<file path="src/rtl/ahb2apb_pkg.sv">
// ahb2apb_pkg: shared state encoding, AHB encodings and the transfer legality check for the bridge
package ahb2apb_pkg;
  typedef enum logic [2:0] {IDLE, WDATA, SETUP, ACCESS, ERR1, ERR2} state_t;
  localparam logic [1:0] HTRANS_IDLE   = 2'd0;
  localparam logic [1:0] HTRANS_BUSY   = 2'd1;
  localparam logic [1:0] HTRANS_NONSEQ = 2'd2;
  localparam logic [1:0] HTRANS_SEQ    = 2'd3;
  localparam logic [2:0] HSIZE_BYTE    = 3'd0;
  localparam logic [2:0] HSIZE_HALF    = 3'd1;
  localparam logic [2:0] HSIZE_WORD    = 3'd2;
  localparam logic       HRESP_OKAY    = 1'b0;
  localparam logic       HRESP_ERROR   = 1'b1;
  // APB is word-wide: anything wider than a word, or not naturally aligned, cannot be forwarded
  function automatic logic illegal_xfer(input logic [1:0] addr, input logic [2:0] size);
    return size > HSIZE_WORD || (size == HSIZE_HALF && addr[0]) || (size == HSIZE_WORD && addr != 2'b00);
  endfunction
endpackage

</file>
<file path="src/rtl/apb_if.sv">
// apb_if: APB bus without PREADY/PSLVERR, every transfer is one SETUP plus one ACCESS cycle
interface apb_if;
  logic [31:0] PADDR;
  logic [31:0] PWDATA;
  logic [31:0] PRDATA;
  logic        PWRITE;
  logic        PSEL;
  logic        PENABLE;
  modport apb_m (output PADDR, PWDATA, PWRITE, PSEL, PENABLE, input PRDATA);
  modport apb_s (input PADDR, PWDATA, PWRITE, PSEL, PENABLE, output PRDATA);
endinterface

</file>
<file path="src/rtl/ahb2apb_bridge.sv">
// ahb2apb_bridge: AHB-lite slave turning each single transfer into one SETUP/ACCESS APB transfer
module ahb2apb_bridge
  import ahb2apb_pkg::*;
#(
  parameter logic [31:0] PADDR_MASK  = 32'h0000_FFFF,
  parameter bit          CHECK_ALIGN = 1'b1
) (
  input  logic        CLK,
  input  logic        nRST,
  input  logic        HSEL,
  input  logic [31:0] HADDR,
  input  logic        HWRITE,
  input  logic [1:0]  HTRANS,
  input  logic [2:0]  HSIZE,
  input  logic [31:0] HWDATA,
  input  logic        HREADY,
  output logic        HREADYOUT,
  output logic        HRESP,
  output logic [31:0] HRDATA,
  apb_if.apb_m        apbif
);
  state_t state, nxt, start;
  logic accept;
  // HREADYOUT is high exactly in the states able to take a new address phase
  assign accept = HSEL && HREADY && (HTRANS == HTRANS_NONSEQ || HTRANS == HTRANS_SEQ) && HREADYOUT;
  assign start  = (CHECK_ALIGN && illegal_xfer(HADDR[1:0], HSIZE)) ? ERR1 : HWRITE ? WDATA : SETUP;
  assign HRDATA = (state == ACCESS && !apbif.PWRITE) ? apbif.PRDATA : 32'h0;
  // next-state: accepting states branch on the new transfer, the rest walk a fixed sequence
  always_comb begin
    nxt = IDLE;
    unique case (state)
      IDLE, ACCESS, ERR2: nxt = accept ? start : IDLE;
      WDATA:              nxt = SETUP;
      SETUP:              nxt = ACCESS;
      ERR1:               nxt = ERR2;
      default:            nxt = IDLE;
    endcase
  end
  // state plus registered outputs decoded from the next state; APB address/data held between transfers
  always_ff @(posedge CLK) begin
    if (!nRST) begin
      state         <= IDLE;
      HREADYOUT     <= 1'b1;
      HRESP         <= HRESP_OKAY;
      apbif.PSEL    <= 1'b0;
      apbif.PENABLE <= 1'b0;
      apbif.PWRITE  <= 1'b0;
      apbif.PADDR   <= 32'h0;
      apbif.PWDATA  <= 32'h0;
    end else begin
      state         <= nxt;
      HREADYOUT     <= nxt == IDLE || nxt == ACCESS || nxt == ERR2;
      HRESP         <= (nxt == ERR1 || nxt == ERR2) ? HRESP_ERROR : HRESP_OKAY;
      apbif.PSEL    <= nxt == SETUP || nxt == ACCESS;
      apbif.PENABLE <= nxt == ACCESS;
      if (accept && start != ERR1) begin
        apbif.PADDR  <= HADDR & PADDR_MASK;
        apbif.PWRITE <= HWRITE;
      end
      if (state == WDATA) apbif.PWDATA <= HWDATA;
    end
  end
endmodule

</file>
<file path="src/flat_wrapper.sv">
// flat-port wrapper written by rule: the top's interface ports become plain ports
module ahb2apb_bridge_flat import ahb2apb_pkg::*;
#(
  parameter logic [31:0] PADDR_MASK  = 32'h0000_FFFF,
  parameter bit          CHECK_ALIGN = 1'b1
)
  (CLK, nRST, HSEL, HADDR, HWRITE, HTRANS, HSIZE, HWDATA, HREADY, HREADYOUT, HRESP, HRDATA, apbif_PADDR, apbif_PWDATA, apbif_PWRITE, apbif_PSEL, apbif_PENABLE, apbif_PRDATA);
  apb_if apbif_i ();
  input  logic CLK;
  input  logic nRST;
  input  logic HSEL;
  input  logic [31:0] HADDR;
  input  logic HWRITE;
  input  logic [1:0] HTRANS;
  input  logic [2:0] HSIZE;
  input  logic [31:0] HWDATA;
  input  logic HREADY;
  output logic HREADYOUT;
  output logic HRESP;
  output logic [31:0] HRDATA;
  output wire logic [$bits(apbif_i.PADDR)-1:0] apbif_PADDR;
  output wire logic [$bits(apbif_i.PWDATA)-1:0] apbif_PWDATA;
  output wire logic [$bits(apbif_i.PWRITE)-1:0] apbif_PWRITE;
  output wire logic [$bits(apbif_i.PSEL)-1:0] apbif_PSEL;
  output wire logic [$bits(apbif_i.PENABLE)-1:0] apbif_PENABLE;
  input wire logic [$bits(apbif_i.PRDATA)-1:0] apbif_PRDATA;
  assign apbif_PADDR = apbif_i.PADDR;
  assign apbif_PWDATA = apbif_i.PWDATA;
  assign apbif_PWRITE = apbif_i.PWRITE;
  assign apbif_PSEL = apbif_i.PSEL;
  assign apbif_PENABLE = apbif_i.PENABLE;
  assign apbif_i.PRDATA = apbif_PRDATA;
  ahb2apb_bridge #(.PADDR_MASK(PADDR_MASK), .CHECK_ALIGN(CHECK_ALIGN)) u_core (.CLK(CLK), .nRST(nRST), .HSEL(HSEL), .HADDR(HADDR), .HWRITE(HWRITE), .HTRANS(HTRANS), .HSIZE(HSIZE), .HWDATA(HWDATA), .HREADY(HREADY), .HREADYOUT(HREADYOUT), .HRESP(HRESP), .HRDATA(HRDATA), .apbif(apbif_i));
endmodule
</file>
<file path="config.mk">
export PLATFORM = sky130hd
export DESIGN_NAME = ahb2apb_bridge_flat
export DESIGN_NICKNAME = d
export VERILOG_FILES = /design/src/rtl/ahb2apb_pkg.sv /design/src/rtl/apb_if.sv /design/src/rtl/ahb2apb_bridge.sv /design/src/flat_wrapper.sv
export SDC_FILE = /design/constraint.sdc
export NUM_CORES = 1
export LEC_CHECK = 0
export CAP_MARGIN = 20
export CORE_ASPECT_RATIO = 0.7
export CORE_UTILIZATION = 35
export DETAILED_ROUTE_END_ITERATION = 8
export GPL_ROUTABILITY_DRIVEN = 0
export GPL_TIMING_DRIVEN = 0
export PLACE_DENSITY = 0.86
export SLEW_MARGIN = 20
export SYNTH_ARGS = -nofsm -noshare
export SYNTH_HDL_FRONTEND = slang
export SYNTH_SLANG_ARGS = --single-unit
</file>
<file path="constraint.sdc">
create_clock -name CLK -period 5 [get_ports CLK]
set_input_delay 1.5 -clock CLK [delete_from_list [all_inputs] [get_ports CLK]]
set_output_delay 1.5 -clock CLK [all_outputs]
set_load 0.01 [all_outputs]
</file>
# After elaboration in Yosys (flattened, before gate mapping)
# Index checks and enable logic that the tools add are counted.
[totals]
ff_bits = 56
in_bits = 106
output_inout_bits = 101
wordCells = 48
[op_classes]
order_cmp = 1
eq_ne = 14
n_mux = 6
n_reduce_logical = 19
[op_table]
columns = ["operator", "count"]
rows = [
  ["32-bit 2-to-1 mux", 1],
  ["3-bit by 2-bit == test with 1-bit output (second input constant)", 5],
  ["3-bit == test (second input constant)", 4],
  ["3-bit one-hot mux with 4 select lines", 1],
  ["1-bit logical AND", 7],
  ["1-bit logical OR", 7],
  ["3-bit by 1-bit == test with 1-bit output (second input constant)", 2],
  ["3-bit logical NOT", 2],
  ["3-bit 2-to-1 mux", 2],
  ["2-bit == test (second input constant)", 2],
  ["3-bit by 2-bit > comparator with 1-bit output (second input constant)", 1],
  ["3-bit inequality test (second input constant)", 1],
  ["3-bit OR reduction", 1],
  ["2-bit 2-to-1 mux", 1],
  ["2-bit nonzero test", 1],
  ["1-bit logical NOT", 1],
  ["1-bit 2-to-1 mux", 1],
]

# Longest topological paths before layout
[logic_depth]
word_depth = 10
mapped_depth = 6
ltp_nobuf = 4

# Worst setup path before layout
# No wires, ideal clock.
[synth_path]
kind = "input to output"
startpoint = "in apbif_PRDATA[0]"
endpoint = "out HRDATA[0]"
arrival_time_ns = 1.646
required_ns = 3.500
slack_ns = 1.854
stages = 1
n_path_buf = 0
path_cell_list = "and2_1"
[synth_between]
elab_chain_cells = 1
[synth_lines]
columns = ["element", "line_no", "rtl"]
rows = [
  ["start: declaration", "flat_wrapper.sv:26", "input wire logic [$bits(apbif_i.PRDATA)-1:0] apbif_PRDATA;"],
  ["32-bit 2-to-1 mux", "ahb2apb_bridge.sv:27", "assign HRDATA = (state == ACCESS && !apbif.PWRITE) ? apbif.PRDATA : 32'h0;"],
  ["end: declaration", "flat_wrapper.sv:20", "output logic [31:0] HRDATA;"],
]
# No other way between the ends.

# Worst setup path in the final report
# Same ends and word-level chain as after synthesis.

==> impl_metrics.env <==
export IMPL_met1_usage_pct=23.6
export IMPL_clk_path_buf_depth=2
export IMPL_skew_ps=8.78
export IMPL_crit_buf_inv=2
export IMPL_synthTopCellsByCount="nand2_1, dfxtp_1, and2_1, a21boi_0, nand3_1"
export IMPL_synthFlopType="dfxtp_1"
export IMPL_power_frac_clock_pct=34.8
export IMPL_drive_gt1_share_pct=6.94
export IMPL_min_delay_start="u_core.apbif.PWDATA[26]"
export IMPL_p_comb_share_pct=18.9
export IMPL_wl_per_cell_um=13.7
export IMPL_critPathTopFamily="buffers and inverters"
export IMPL_drv_slew=0
export IMPL_ant_nets=0
export IMPL_clk_latency_ps=300
export IMPL_cp_data_required_time_ps=3500
export IMPL_whs_path_depth=2
export IMPL_post_dp_cell_area_um2=4400
export IMPL_grt_max_degree=19
export IMPL_irDropWorstVdd_uv=168
export IMPL_grt_pass1_wl_um=12200
export IMPL_r2r_end="u_core.apbif.PWDATA[12]"
export IMPL_slowest_delay_ps=540
export IMPL_cp_common_cell="clkdlybuf4s50_1"
export IMPL_grt_setup_unrepaired="false"
export IMPL_ioPinCount=207
export IMPL_worst_path_max_delay_cell="clkdlybuf4s50_1"
export IMPL_synth_seq_cells=56
export IMPL_p_int_uw=781
export IMPL_p_leak_uw=0.00169
export IMPL_setup_viol_count_final=0
export IMPL_fillers=590
export IMPL_yosysMostFrequentCell="nand2_1"
export IMPL_maxCapViolations=0
export IMPL_antennaDiodeCount=0
export IMPL_ctsResizeCount=0
export IMPL_tns_ps=0
export IMPL_track_usage_pct=21.2
export IMPL_startpoint_type="input port"
export IMPL_grt_overflow_total=0
export IMPL_worst_pin_slew_ps=636
export IMPL_cts_root_buf="clkbuf_8"
export IMPL_cts_setup_buffers=0
export IMPL_layout_nets=609
export IMPL_core_um2=6820
export IMPL_synth_top_area_share_pct=45.0
export IMPL_cp_arrival_ps=2650
export IMPL_hold_class="reg -> reg"
export IMPL_power_density_nw_per_um2=224
export IMPL_yosysTopAreaCell="dfxtp_1"
export IMPL_synth_area_leaders="dfxtp_1, nand2_1, a21boi_0, and2_1, buf_4"
export IMPL_cts_tree="yes"
export IMPL_r2r_start="u_core.state[1]"
export IMPL_rows=25
export IMPL_start_util_pct=36.6
export IMPL_drt_iter0_markers=80
export IMPL_synth_edf_count=0
export IMPL_clk_pin_slew_ps=110
export IMPL_slew_headroom_pct=57.2
export IMPL_rr_worst_depth=5
export IMPL_status="complete, no violations"
export IMPL_sequentialPowerShare_pct=46.3
export IMPL_r2r_slack_ps=3270
export IMPL_syn_area_per_cell_um2=8.09
export IMPL_period_minus_slack_ps=4150
export IMPL_async_flop_share_pct=0
export IMPL_numClockSinks=56
export IMPL_vias=2697
export IMPL_die_area_um2=7470
export IMPL_seq_area_frac_synth_pct=45.0
export IMPL_cts_made_buffers=5
export IMPL_fin_area_um2=4540
export IMPL_critPathMaxFanout=1
export IMPL_hpwl_um=6680
export IMPL_max_freq_ghz=0.241
export IMPL_drc=0
export IMPL_yosysUniqueCellTypes=33
export IMPL_areaGrowthSynthToFinish_pct=82.0
export IMPL_period_share_pct=83.0
export IMPL_criticalPathCategory="in -> out"
export IMPL_ys_warnings_count=0
export IMPL_grt_busiest_layer="met2"
export IMPL_die_h_um=72.6
export IMPL_first_global_vias=2597
export IMPL_p_sw_share_pct=23.2
export IMPL_htreeDepth=2
export IMPL_power_switching_uw=236
export IMPL_die_x_um=103
export IMPL_use_met3_pct=6.32
export IMPL_hold_viol=0
export IMPL_path_cells="clkdlybuf4s50_1, and2_1, clkdlybuf4s50_1"
export IMPL_numPortBuffers=173
export IMPL_grt_use_met2_pct=39.0
export IMPL_viasPerCell=4.51
export IMPL_synth_cells=308
export IMPL_syn_area_um2=2490
export IMPL_drtPass1Iterations=4
export IMPL_setup_worst_path_end_class="output pin"
export IMPL_antenna_found_initial=0
export IMPL_routed_wl_um=8200
export IMPL_holdPathEnd="u_core.apbif.PWDATA[26]"
export IMPL_cts_hold_buf=0
[registers in the layout, summed over array words and instances, names as in the netlist]
| signal | cells |
|---|---|
| u_core.apbif.PENABLE | 1 |
| u_core.HREADYOUT | 1 |
| u_core.apbif.PADDR | 16 |
| u_core.HRESP | 1 |
| u_core.apbif.PSEL | 1 |
| u_core.apbif.PWDATA | 32 |
| u_core.state | 3 |
| u_core.apbif.PWRITE | 1 |
[cells in the final DEF (no fill, tap or decap), types with 2 or more instances in the layout]
cell	instances
o21ai_0	17
buf_2	5
o21a_1	2
a21boi_0	28
buf_6	4
o21ai_1	2
dfxtp_1	56
nand4_1	3
clkdlybuf4s50_1	173
conb_1	16
nor2_1	3
bufinv_16	2
clkbuf_1	12
a21boi_1	5
clkbuf_8	5
and2_1	32
inv_1	2
nand2_1	83
buf_4	16
buf_1	2
nand3_1	20
[per-layer routing]
metal	share of wire, %	up-vias
li1	-	1362
met1	40	1220
met2	50	105
met3	8.5	10
met4	2.1	0
met5	0	-
[worst max-delay path by stage]
stage | depth (start not counted) | start | to
detailed placement | 3 | apbif_PRDATA[7] | HRDATA[7]
global route | 5 | u_core.state[2] | HRDATA[7]
floorplan | 1 | apbif_PRDATA[0] | HRDATA[0]
global placement | 3 | apbif_PRDATA[7] | HRDATA[7]
finish | 3 | apbif_PRDATA[0] | HRDATA[0]
CTS | 3 | apbif_PRDATA[7] | HRDATA[7]
[through the flow]
| stage | std cells | power (uW) | setup WS [ps] | hold WS, ps | util (%) |
|---|---|---|---|---|---|
| after global routing | 598 | 1060 | 664 | 487 | 66.5 |
| after global placement | 590 | 669 | 835 | 441 | 64.5 |
| after CTS | 598 | 1030 | 836 | 469 | 66.5 |
| after detailed placement | 590 | 673 | 836 | 450 | 64.5 |
| after floorplan | 323 | 555 | 1850 | 479 | - |
| final | 598 | 1020 | 850 | 465 | 66.5 |
[cell type report]
class	instances	area (um2)	share of cell area, %
Buffer	39	243	5.35
Clock buffer	5	68.8	1.52
Clock inverter	3	68.8	1.52
Inverter	2	7.51	0.166
Multi-Input combinational cell	226	1180	26.0
Sequential cell	56	1120	24.7
Tap cell	94	118	2.59
Timing Repair Buffer	173	1730	38.2
[cells by family after synthesis]
logic type               share of synthesized area (%)
flip-flops                                        45.0
AND/OR/NAND/NOR                                   27.2
buffers and inverters                             10.0
other                                            0.150
adder cells (fa/ha/maj)                          0.402
AO/OA/AOI/OAI                                     17.2
[power groups by stage]
stage / Sequential [uW] / Clock [uW] / Combinational, uW
floorplan: 488 / 0 / 66.6
global placement: 481 / 0 / 188
detailed placement: 482 / 0 / 192
CTS: 471 / 364 / 193
global route: 474 / 381 / 209
finish: 471 / 354 / 192
[worst register-to-register path, stage by stage, from the launching register on]
cell and delay, ps:
dfxtp_1 360, nand2b_1 270, nor2_1 330, clkbuf_1 430
nand2_1 120, a21boi_0 170
No activity file was read; power rests on OpenSTA's default activity.
